### src/rtl/keypad_scan_ctrl.sv
// 4x4 matrix keypad scanner: one-cold column drive, settle-then-sample rows,
// multi-scan debounce and a valid/ack key event. Define KEYPAD_OVERRUN_EN for the sticky overrun flag.
module keypad_scan_ctrl #(
  parameter int SETTLE_CYCLES  = 1000,
  parameter int DEBOUNCE_SCANS = 4
) (
  input  logic       clk,
  input  logic       rst,
  input  logic       enable,
  input  logic [3:0] row,
  output logic [3:0] column,
  output logic [3:0] key_code,
  output logic       key_valid,
  input  logic       key_ack,
  output logic       key_pressed
`ifdef KEYPAD_OVERRUN_EN
  ,
  output logic       overrun
`endif
);

  localparam int         CNT_W   = (SETTLE_CYCLES > 2) ? $clog2(SETTLE_CYCLES) : 2;
  localparam logic [3:0] DEB_MAX = 4'(DEBOUNCE_SCANS);

  typedef enum logic [1:0] {IDLE, DRIVE, SAMPLE, EOS} state_e;

  state_e             state_q, state_d;
  logic [1:0]         col_idx_q, col_idx_d;
  logic [CNT_W-1:0]   cnt_q, cnt_d;
  logic [15:0]        snapshot_q, snapshot_d;
  logic [15:0]        prev_q, prev_d;
  logic [15:0]        deb_q, deb_d;
  logic [3:0]         stable_q, stable_d;
  logic [3:0]         row_meta_q, row_sync_q;
  logic [3:0]         key_code_q, key_code_d;
  logic               key_valid_q, key_valid_d;
  logic               key_pressed_q;
  logic               scan_done;
  logic               new_event;
  logic               ack_take;

  function automatic logic [3:0] bit_index(input logic [15:0] m);
    bit_index = '0;
    for (int i = 0; i < 16; i++) begin
      if (m[i]) bit_index = 4'(i);
    end
  endfunction

  // Rows idle high through the pull-ups, so the synchronizer resets to "no key".
  always_ff @(posedge clk or posedge rst) begin
    if (rst) begin
      row_meta_q <= 4'hF;
      row_sync_q <= 4'hF;
    end else begin
      row_meta_q <= row;
      row_sync_q <= row_meta_q;
    end
  end

  always_comb begin
    // NOTE: every output of this block gets a default first, so no latch is inferred.
    state_d    = state_q;
    col_idx_d  = col_idx_q;
    cnt_d      = cnt_q;
    snapshot_d = snapshot_q;
    column     = 4'hF;
    scan_done  = 1'b0;
    case (state_q)
      IDLE: begin
        if (enable) begin
          state_d   = DRIVE;
          col_idx_d = 2'd0;
          cnt_d     = '0;
        end
      end
      DRIVE: begin
        column = ~(4'b0001 << col_idx_q);
        if (cnt_q == CNT_W'(SETTLE_CYCLES - 1)) begin
          cnt_d   = '0;
          state_d = SAMPLE;
        end else begin
          cnt_d = cnt_q + CNT_W'(1);
        end
      end
      SAMPLE: begin
        column = ~(4'b0001 << col_idx_q);
        snapshot_d[{col_idx_q, 2'b00} +: 4] = ~row_sync_q;
        if (col_idx_q == 2'd3) begin
          state_d = EOS;
        end else begin
          col_idx_d = col_idx_q + 2'd1;
          state_d   = DRIVE;
        end
      end
      EOS: begin
        scan_done = 1'b1;
        col_idx_d = 2'd0;
        cnt_d     = '0;
        state_d   = DRIVE;
      end
      default: state_d = IDLE;
    endcase
    if (!enable) begin
      state_d   = IDLE;
      col_idx_d = 2'd0;
      cnt_d     = '0;
    end
  end

  // The debounced map moves only on the scan where the stable count first reaches its target.
  always_comb begin
    prev_d   = prev_q;
    stable_d = stable_q;
    deb_d    = deb_q;
    if (scan_done) begin
      if (snapshot_q == prev_q) begin
        if (stable_q != DEB_MAX) begin
          stable_d = stable_q + 4'd1;
          if (stable_q + 4'd1 == DEB_MAX) deb_d = snapshot_q;
        end
      end else begin
        prev_d   = snapshot_q;
        stable_d = 4'd1;
        if (DEB_MAX == 4'd1) deb_d = snapshot_q;
      end
    end
  end

  assign new_event = scan_done && (deb_q == 16'h0) && $onehot(deb_d);
  assign ack_take  = key_valid_q && key_ack;

  always_comb begin
    key_code_d  = key_code_q;
    key_valid_d = key_valid_q;
    if (ack_take) key_valid_d = 1'b0;
    if (new_event && (!key_valid_q || key_ack)) begin
      key_code_d  = bit_index(deb_d);
      key_valid_d = 1'b1;
    end
  end

  always_ff @(posedge clk or posedge rst) begin
    if (rst) begin
      state_q       <= IDLE;
      col_idx_q     <= 2'd0;
      cnt_q         <= '0;
      snapshot_q    <= 16'h0;
      prev_q        <= 16'h0;
      deb_q         <= 16'h0;
      stable_q      <= 4'd0;
      key_code_q    <= 4'h0;
      key_valid_q   <= 1'b0;
      key_pressed_q <= 1'b0;
    end else begin
      state_q       <= state_d;
      col_idx_q     <= col_idx_d;
      cnt_q         <= cnt_d;
      snapshot_q    <= snapshot_d;
      prev_q        <= prev_d;
      deb_q         <= deb_d;
      stable_q      <= stable_d;
      key_code_q    <= key_code_d;
      key_valid_q   <= key_valid_d;
      key_pressed_q <= (deb_d != 16'h0);
    end
  end

`ifdef KEYPAD_OVERRUN_EN
  logic overrun_q, overrun_d;

  always_comb begin
    overrun_d = overrun_q;
    if (ack_take) overrun_d = 1'b0;
    if (new_event && key_valid_q && !key_ack) overrun_d = 1'b1;
  end

  always_ff @(posedge clk or posedge rst) begin
    if (rst) overrun_q <= 1'b0;
    else     overrun_q <= overrun_d;
  end

  assign overrun = overrun_q;
`endif

  assign key_code    = key_code_q;
  assign key_valid   = key_valid_q;
  assign key_pressed = key_pressed_q;

endmodule

### config.mk
export PLATFORM = sky130hd
export DESIGN_NAME = keypad_scan_ctrl
export DESIGN_NICKNAME = d
export VERILOG_FILES = /design/src/rtl/keypad_scan_ctrl.sv
export SDC_FILE = /design/constraint.sdc
export NUM_CORES = 1
export LEC_CHECK = 0
export CAP_MARGIN = 5
export CORE_UTILIZATION = 45
export DETAILED_ROUTE_END_ITERATION = 7
export REMOVE_ABC_BUFFERS = 1
export SLEW_MARGIN = 5
export SYNTH_ARGS = -nofsm -noshare
export SYNTH_HDL_FRONTEND = slang
export SYNTH_SLANG_ARGS = --single-unit
export TNS_END_PERCENT = 1
### constraint.sdc
create_clock -name clk -period 18.2 [get_ports clk]
set_clock_uncertainty 0.15 [all_clocks]
set_input_delay 3.64 -clock clk [delete_from_list [all_inputs] [get_ports clk]]
set_output_delay 3.64 -clock clk [all_outputs]
set_load 0.01 [all_outputs]
==> metrics.log, run 1 <==
[metrics] register clock-pin slew on the reported worst setup and hold paths: 80 ps
[metrics] Hold Path Stages: 0
[metrics] final cell utilization of the core: 51.6%
[metrics] Distinct cells, synth: 50
[metrics] power per unit of standard cell area: 95.0 nW/um^2
[metrics] hold buffers post-CTS: 0
[metrics] number of cells after detailed placement: 534
[metrics] nets: 452
[metrics] Finished Layout Cells: 550
[metrics] crit path kind: flop to flop
[metrics] drc violations: 0
[metrics] cells traversed along the worst timing path: xor2_1 -> nor4_1 -> nand4_1 -> or3b_1 -> buf_4 -> mux2_2 -> fa_1 -> inv_1 -> fa_1 -> fa_1 -> fa_1 -> inv_1 -> ha_1 -> fa_1 -> nor3_1 -> nand4_1 -> and4b_1 -> and2_1 -> mux2_2
[metrics] worst hold path type: flop to flop
[metrics] critical path required time: 18290 ps
[metrics] count of pins on the block boundary: 18
[metrics] clock buffer count from CTS: 9
[metrics] wire length per cell after detailed routing: 15.1 um
[metrics] maximum number of pins on one net before global-route repair: 81
[metrics] number of flops mapped to enable cells by yosys: 0
[metrics] top post-synthesis cells by area: sky130_fd_sc_hd__dfrtp_1, sky130_fd_sc_hd__mux2_2, sky130_fd_sc_hd__ha_1, sky130_fd_sc_hd__dfstp_2, sky130_fd_sc_hd__fa_1
[metrics] sequential-to-total area share from yosys stat: 47.0%
[metrics] startpoint of the worst hold path: row_meta_q[2]
[metrics] overflow left after global routing: 0
[metrics] wire length of the first global-routing pass: 14.2 mm
[metrics] Resized Gates After CTS: 0
[metrics] number of clock sinks: 80
[metrics] met2 usage in global routing: 28.8%
[metrics] ys async rst share: 100%
[metrics] Worst-Skew Late Latency: 360 ps
[metrics] setup repair after global routing missed its margin: false
[metrics] ratio of routed vias to standard cells: 5.23
[metrics] FF-to-FF End: key_code[1]
[metrics] count of warnings emitted by yosys: 0
[metrics] time the final worst path needs with I/O delays and setup: 6550 ps
[metrics] average instance area after synthesis: 10.7 sq um
[metrics] Final Max Tran Viols: 0
[metrics] post-synthesis instance area: 4280 sq um
[metrics] endpoint kind of the worst setup timing path: flop
[metrics] met3 usage in global routing: 3.58%
[metrics] final setup vio count: 0
[metrics] aggregate routed wire length: 8.31 mm
[metrics] number of cell instances on the worst register-to-register path: 19
[metrics] top achievable clock speed: 153 MHz
[metrics] synthesized flop and latch total: 80
[metrics] diodes inserted: 0
[metrics] number of global-route vias before repair: 2842
[metrics] Bufs on Longest Clock Path: 2
[metrics] Worst Setup Slack, final: 11650 ps
[metrics] Reg2Reg Launch Point: snapshot_q[11]
[metrics] overall die height: 99.5 um
[metrics] Max stage delay on crit path: 530 ps
[metrics] count of mapped cells out of synthesis: 401
[metrics] DRC marker count from the first detailed-route iteration: 118
[metrics] worst endpoint data arrival time: 6640 ps
[metrics] initial antenna violation count: 0
[metrics] final hold vios: 0
[metrics] WP buf/inv: 3
[metrics] final period utilization: 36.0%
[metrics] number of cell rows: 35
[metrics] post-synth top area share: 42.1%
[metrics] remaining max-slew budget at the tightest pin: 32.2%
[metrics] CP max stage cell: sky130_fd_sc_hd__fa_1
[metrics] number of max-cap violations: 0
[metrics] relative area change from synthesis to final layout: 11.3%
[metrics] Total GRT Usage: 18.7%
[metrics] pre-CTS worst setup slack: 11680 ps
[metrics] total setup buffers inserted after CTS: 0
[metrics] register-to-register setup slack: 11650 ps
[metrics] global-route met1 utilization: 26.4%
[metrics] overall die area: 9910 sq um
[metrics] status: complete, no violations
[metrics] sum of negative setup slack: 0 ps
[metrics] Via Count: 2874
[metrics] Pre-antenna DRT Iters: 4
[metrics] starting utilization of the core area: 46.3%
[metrics] final weighted congestion of routability-driven global placement: 0.775
[metrics] type of origin of the critical path: flop
[metrics] count of antenna-violating nets left after detailed routing: 0
[metrics] commonest register cell after synthesis: sky130_fd_sc_hd__dfrtp_1
[metrics] static leakage: 2.30 nW
[metrics] Most common cell on crit path: sky130_fd_sc_hd__fa_1
[metrics] core box area: 9240 sq um
[metrics] Root Driver: sky130_fd_sc_hd__clkbuf_8
[metrics] share of layout cells above drive strength 1: 13.1%
[metrics] overall power of the completed layout: 453 uW
[metrics] end of the worst hold path: row_sync_q[2]
[metrics] library cell occupying the most area in the post-synthesis netlist: sky130_fd_sc_hd__dfrtp_1
[metrics] global route hottest layer: met2
[metrics] cell family with the largest share of critical-path delay: adder cells
[metrics] TritonCTS clock tree: built
[metrics] total number of H-tree levels: 3
[metrics] count of input and output buffers: 17
[metrics] Critical Path Fanout Max: 32
[metrics] fillers: 863
[metrics] Post-DP HPWL: 5.95 mm
[metrics] width of the chip: 99.5 um
[metrics] transition time at the pin with the least slew margin: 1020 ps
[metrics] Max IR drop VDD: 0.0000437 V
worst max-delay path by stage:
stage                        start          end  depth (start not counted)
global placement    snapshot_q[11]  key_code[1]                         19
floorplan            snapshot_q[7]  key_code[1]                         18
detailed placement  snapshot_q[11]  key_code[1]                         19
finish              snapshot_q[11]  key_code[1]                         19
CTS                 snapshot_q[11]  key_code[1]                         19
global route        snapshot_q[11]  key_code[3]                         18
kinds of logic (layout without fill, tap and decap cells):
kind of cell | after synthesis | count (layout) | share of synthesized area, %
adder cells (fa/ha/maj) | 28 | 28 | 9.94
flip-flops | 80 | 80 | 47.0
AND/OR/NAND/NOR | 126 | 126 | 15.1
multiplexers | 32 | 32 | 8.15
XOR/XNOR | 24 | 24 | 4.91
AO/OA/AOI/OAI | 61 | 61 | 9.88
buffers and inverters | 50 | 70 | 5.06
sequential cells by signal (all words and copies together), names as in the netlist, 4 cells and up:
name / cells
prev_q: 16
stable_q: 4
key_code: 4
deb_q: 16
row_meta_q: 4
row_sync_q: 4
snapshot_q: 16
cnt_q: 10
metal layers:
metal | vias to the layer above | part of all wire [%]
met5 | - | 0
met4 | 0 | 1.3
met3 | 10 | 2.6
met2 | 41 | 46
met1 | 1407 | 50
li1 | 1416 | -
cells in the mapped netlist, types with 2 or more instances:
| cell | number |
|---|---|
| sky130_fd_sc_hd__o31ai_1 | 11 |
| sky130_fd_sc_hd__nand2b_1 | 13 |
| sky130_fd_sc_hd__a211oi_1 | 2 |
| sky130_fd_sc_hd__inv_1 | 35 |
| sky130_fd_sc_hd__o41ai_1 | 8 |
| sky130_fd_sc_hd__a21oi_1 | 14 |
| sky130_fd_sc_hd__and3_1 | 4 |
| sky130_fd_sc_hd__mux2i_1 | 9 |
| sky130_fd_sc_hd__nor4_1 | 8 |
| sky130_fd_sc_hd__o21ai_0 | 11 |
| sky130_fd_sc_hd__nand2_1 | 35 |
| sky130_fd_sc_hd__nor4_2 | 2 |
| sky130_fd_sc_hd__nand3_1 | 7 |
| sky130_fd_sc_hd__nor3_1 | 9 |
| sky130_fd_sc_hd__nor2_1 | 28 |
| sky130_fd_sc_hd__xnor2_1 | 5 |
| sky130_fd_sc_hd__fa_1 | 10 |
| sky130_fd_sc_hd__clkbuf_1 | 7 |
| sky130_fd_sc_hd__nor3b_1 | 2 |
| sky130_fd_sc_hd__dfstp_2 | 8 |
| sky130_fd_sc_hd__nand3b_1 | 3 |
| sky130_fd_sc_hd__buf_2 | 5 |
| sky130_fd_sc_hd__nor2b_1 | 4 |
| sky130_fd_sc_hd__buf_6 | 3 |
| sky130_fd_sc_hd__a22o_1 | 2 |
| sky130_fd_sc_hd__xor2_1 | 19 |
| sky130_fd_sc_hd__o22ai_1 | 2 |
| sky130_fd_sc_hd__mux2_2 | 23 |
| sky130_fd_sc_hd__ha_1 | 18 |
| sky130_fd_sc_hd__dfrtp_1 | 72 |
| sky130_fd_sc_hd__nand4_1 | 3 |
power by group:
part	total (mW)	internal, mW	switching (mW)	leakage [nW]
clock network	0.147	0.0780	0.0694	0.107
registers	0.215	0.194	0.0208	1.07
logic	0.0908	0.0405	0.0504	1.12
total	0.453	0.312	0.141	2.30
per-stage QoR:
stage	cell area [sq um]	hold WS, ps
global route	4770	212
detailed placement	4540	197
floorplan	4200	195
finish	4770	208
global placement	4540	195
CTS	4770	210
area by class of cell:
cell class	count	area, sq um	area share, %
well taps	129	161	3.39
clock buffers	10	128	2.68
repair buffers	19	185	3.89
clock inverters	6	93.8	1.97
multi-input cells	271	2050	43.1
inverters	35	133	2.78
flip-flops and latches	80	2010	42.2
layout by cell type (no fill, tap or decap), drive strengths merged, types with 13 or more instances in the layout:
cell           Yosys  routed
nand2             35      35
clkdlybuf4s50      0      17
a21oi             14      14
nor2              28      28
inv               35      34
nand2b            13      13
dfrtp             72      72
mux2              23      23
ha                18      18
xor2              19      19
Note: power is estimated with default switching activity, not from simulation.
==> run 2: changes to the inputs <==
- clock period: 18.2 -> 5.65 ns (I/O delays scaled with it)
==> run 2 against run 1 <==
Against the previous run:
- the flow now finishes with violations (negative setup slack)
- critical path depth did not move
- flip-flop and latch count did not move
- sequential power rose to 3.1 times the previous value
- via count rose by 14%
- clock power rose to 3.0 times the previous value
- wire length rose by 17%
- core utilization rose by 6.6 points
- die area did not move
- sequential share of layout area fell by 4.8 points
- final cell count rose by 13%
- worst hold slack got worse by 4.0 ps
- maximum frequency rose by 10%
- critical endpoint unchanged
- largest power group is now combinational logic
==> metrics.log, run 2 (synthesized netlist as in run 1, its figures left out) <==
[metrics] leading cell type in the layout, fill and taps excluded: sky130_fd_sc_hd__dfrtp_1
[metrics] overall die area: 9910 sq um (unchanged)
[metrics] Final Max Tran Viols: 0 (unchanged)
[metrics] DRC marker count from the first detailed-route iteration: 138 (+17%)
[metrics] relative area change from synthesis to final layout: 25.6%
[metrics] CP max stage cell: sky130_fd_sc_hd__fa_1
[metrics] aggregate routed wire length: 9.75 mm (+17%)
[metrics] Critical Path Fanout Max: 7 (-78%)
[metrics] Hold Path Stages: 0 (unchanged)
[metrics] drc violations: 0 (unchanged)
[metrics] endpoint kind of the worst setup timing path: flop
[metrics] core box area: 9240 sq um (unchanged)
[metrics] worst endpoint data arrival time: 6030 ps (-610 ps)
[metrics] type of origin of the critical path: flop
[metrics] end of the worst hold path: row_sync_q[2]
[metrics] TritonCTS clock tree: built
[metrics] top achievable clock speed: 169 MHz (+10%)
[metrics] static leakage: 2.65 nW (+15%)
[metrics] Pre-antenna DRT Iters: 4 (unchanged)
[metrics] hold buffers post-CTS: 0 (unchanged)
[metrics] violations in the final reports: negative setup slack
[metrics] Via Count: 3283 (+14%)
[metrics] Most common cell on crit path: sky130_fd_sc_hd__fa_1
[metrics] number of clock sinks: 80 (unchanged)
[metrics] starting utilization of the core area: 46.3% (unchanged)
[metrics] Finished Layout Cells: 621 (+13%)
[metrics] Worst Setup Slack, final: -280 ps (-11930 ps)
[metrics] Bufs on Longest Clock Path: 2 (unchanged)
[metrics] overall die height: 99.5 um (unchanged)
[metrics] number of cell rows: 35 (unchanged)
[metrics] total number of H-tree levels: 3 (unchanged)
[metrics] initial antenna violation count: 0 (unchanged)
[metrics] number of max-cap violations: 0 (unchanged)
[metrics] number of global-route vias before repair: 3255 (+15%)
[metrics] highest-count cells in the layout ignoring fill and taps: sky130_fd_sc_hd__dfrtp_1, sky130_fd_sc_hd__buf_4, sky130_fd_sc_hd__inv_1, sky130_fd_sc_hd__nand2_1, sky130_fd_sc_hd__nor2_1
[metrics] wire length of the first global-routing pass: 16.0 mm (+13%)
[metrics] power per unit of standard cell area: 345 nW/um^2 (+260%)
[metrics] overflow left after global routing: 0 (unchanged)
[metrics] wire length per cell after detailed routing: 15.7 um (+3.9%)
[metrics] maximum number of pins on one net before global-route repair: 43 (-47%)
[metrics] Max stage delay on crit path: 530 ps (about the same)
[metrics] final setup vio count: 17 (+17)
[metrics] overall power of the completed layout: 1.85 mW (+310%)
[metrics] cells traversed along the worst timing path: xor2_1 -> nor4_2 -> nand4_1 -> or3b_4 -> buf_6 -> buf_4 -> mux2i_2 -> fa_1 -> fa_1 -> fa_1 -> fa_1 -> inv_1 -> ha_2 -> fa_1 -> nor3_2 -> nand4_1 -> and4b_1 -> and2_4 -> mux2_2
[metrics] worst hold path type: flop to flop
[metrics] number of cell instances on the worst register-to-register path: 19 (unchanged)
[metrics] clock buffer count from CTS: 9 (unchanged)
[metrics] remaining max-slew budget at the tightest pin: 53.4% (+21 points)
[metrics] status: finished with violations
[metrics] startpoint of the worst hold path: row_meta_q[2]
[metrics] transition time at the pin with the least slew margin: 698 ps (-319 ps)
[metrics] WP depth: 19 (unchanged)
[metrics] setup repair after global routing missed its margin: true
[metrics] Largest regs: deb_q x16, prev_q x16, snapshot_q x16
[metrics] Root Driver: sky130_fd_sc_hd__clkbuf_8
[metrics] startpoint of the most critical setup path: snapshot_q[7]
[metrics] register-to-register setup slack: -280 ps (-11930 ps)
[metrics] Worst-Skew Late Latency: 360 ps (about the same)
[metrics] critical path required time: 5750 ps (-12540 ps)
[metrics] WP buf/inv: 3 (unchanged)
[metrics] count of input and output buffers: 17 (unchanged)
[metrics] final hold vios: 0 (unchanged)
[metrics] cell family with the largest share of critical-path delay: adder cells
[metrics] FF-to-FF End: key_code[1]
[metrics] count of pins on the block boundary: 18 (unchanged)
[metrics] time the final worst path needs with I/O delays and setup: 5930 ps (-621 ps)
[metrics] width of the chip: 99.5 um (unchanged)
[metrics] crit path kind: flop to flop
[metrics] Max IR drop VDD: 0.000184 V (+320%)
[metrics] Reg2Reg Launch Point: snapshot_q[7]
[metrics] register clock-pin slew on the reported worst setup and hold paths: 90 ps (about the same)
[metrics] ratio of routed vias to standard cells: 5.29 (+1.2%)
[metrics] Total GRT Usage: 21.3% (+2.6 points)
[metrics] share of layout cells above drive strength 1: 27.6% (+15 points)
[metrics] Post-DP HPWL: 6.49 mm (+9.1%)
[metrics] final period utilization: 105% (+69 points)
[metrics] diodes inserted: 0 (unchanged)
[metrics] nets: 523 (+16%)
[metrics] final weighted congestion of routability-driven global placement: 0.818 (+5.5%)
[metrics] sum of negative setup slack: -2690 ps (-2690 ps)
[metrics] number of cells after detailed placement: 571 (+6.9%)
[metrics] count of antenna-violating nets left after detailed routing: 0 (unchanged)
==> run 2: metal layers <==
layer | global-route usage, % | share of wire, %
met1 | 28.0 | 46
met2 | 33.8 | 48
met3 | 3.72 | 2.5
met4 | 11.3 | 3.3
met5 | 0 | 0
==> run 2: repair_timing <==
item,4_1_cts,5_1_grt
pin swaps,6,4
gates resized for setup,13,15
gates cloned,1,0
setup buffers,32,1
endpoints found under the setup margin,4,25
==> run 2: report_power, final <==
| part | internal (mW) | switching (mW) | total, mW |
|---|---|---|---|
| Sequential | 0.625 | 0.0392 | 0.664 |
| Combinational | 0.431 | 0.317 | 0.748 |
| Clock | 0.210 | 0.233 | 0.443 |
| Total | 1.27 | 0.589 | 1.85 |
==> run 2: worst register-to-register path: stages (launching register included) <==
cell,delay (ps)
sky130_fd_sc_hd__dfrtp_1,400
sky130_fd_sc_hd__xor2_1,170
sky130_fd_sc_hd__nor4_2,340
sky130_fd_sc_hd__nand4_1,180
sky130_fd_sc_hd__or3b_4,430
sky130_fd_sc_hd__buf_6,160
sky130_fd_sc_hd__buf_4,150
sky130_fd_sc_hd__mux2i_2,240
sky130_fd_sc_hd__fa_1,490
sky130_fd_sc_hd__fa_1,530
sky130_fd_sc_hd__fa_1,440
sky130_fd_sc_hd__fa_1,490
sky130_fd_sc_hd__inv_1,40
sky130_fd_sc_hd__ha_2,170
sky130_fd_sc_hd__fa_1,440
sky130_fd_sc_hd__nor3_2,110
sky130_fd_sc_hd__nand4_1,100
sky130_fd_sc_hd__and4b_1,280
sky130_fd_sc_hd__and2_4,170
sky130_fd_sc_hd__mux2_2,330
==> run 2: worst max path at each step <==
stage                              to  slack (ps)
after floorplan           key_code[1]        -620
after global placement    key_code[1]        -410
after detailed placement  key_code[1]        -490
after CTS                 key_code[1]        -300
after global routing      key_code[2]        -540
final                     key_code[1]        -280
==> run 2: final cells by class <==
class	count	area (sq um)
Fill cell	776	3860
Inverter	35	133
Tap cell	129	161
Timing Repair Buffer	90	757
Sequential cell	80	2010
Clock buffer	9	124
Clock inverter	7	81.3
Multi-Input combinational cell	271	2110
==> run 2: per-stage QoR <==
| step | util, % | cell area (sq um) | hold slack, ps | worst slack, ps |
|---|---|---|---|---|
| 2_1_floorplan | - | 4200 | 195 | -617 |
| 3_3_place_gp | 52.2 | 4820 | 195 | -409 |
| 3_5_place_dp | 52.2 | 4820 | 197 | -492 |
| 4_1_cts | 57.6 | 5320 | 204 | -302 |
| 5_1_grt | 58.2 | 5380 | 203 | -540 |
| 6_report | 58.2 | 5380 | 204 | -280 |
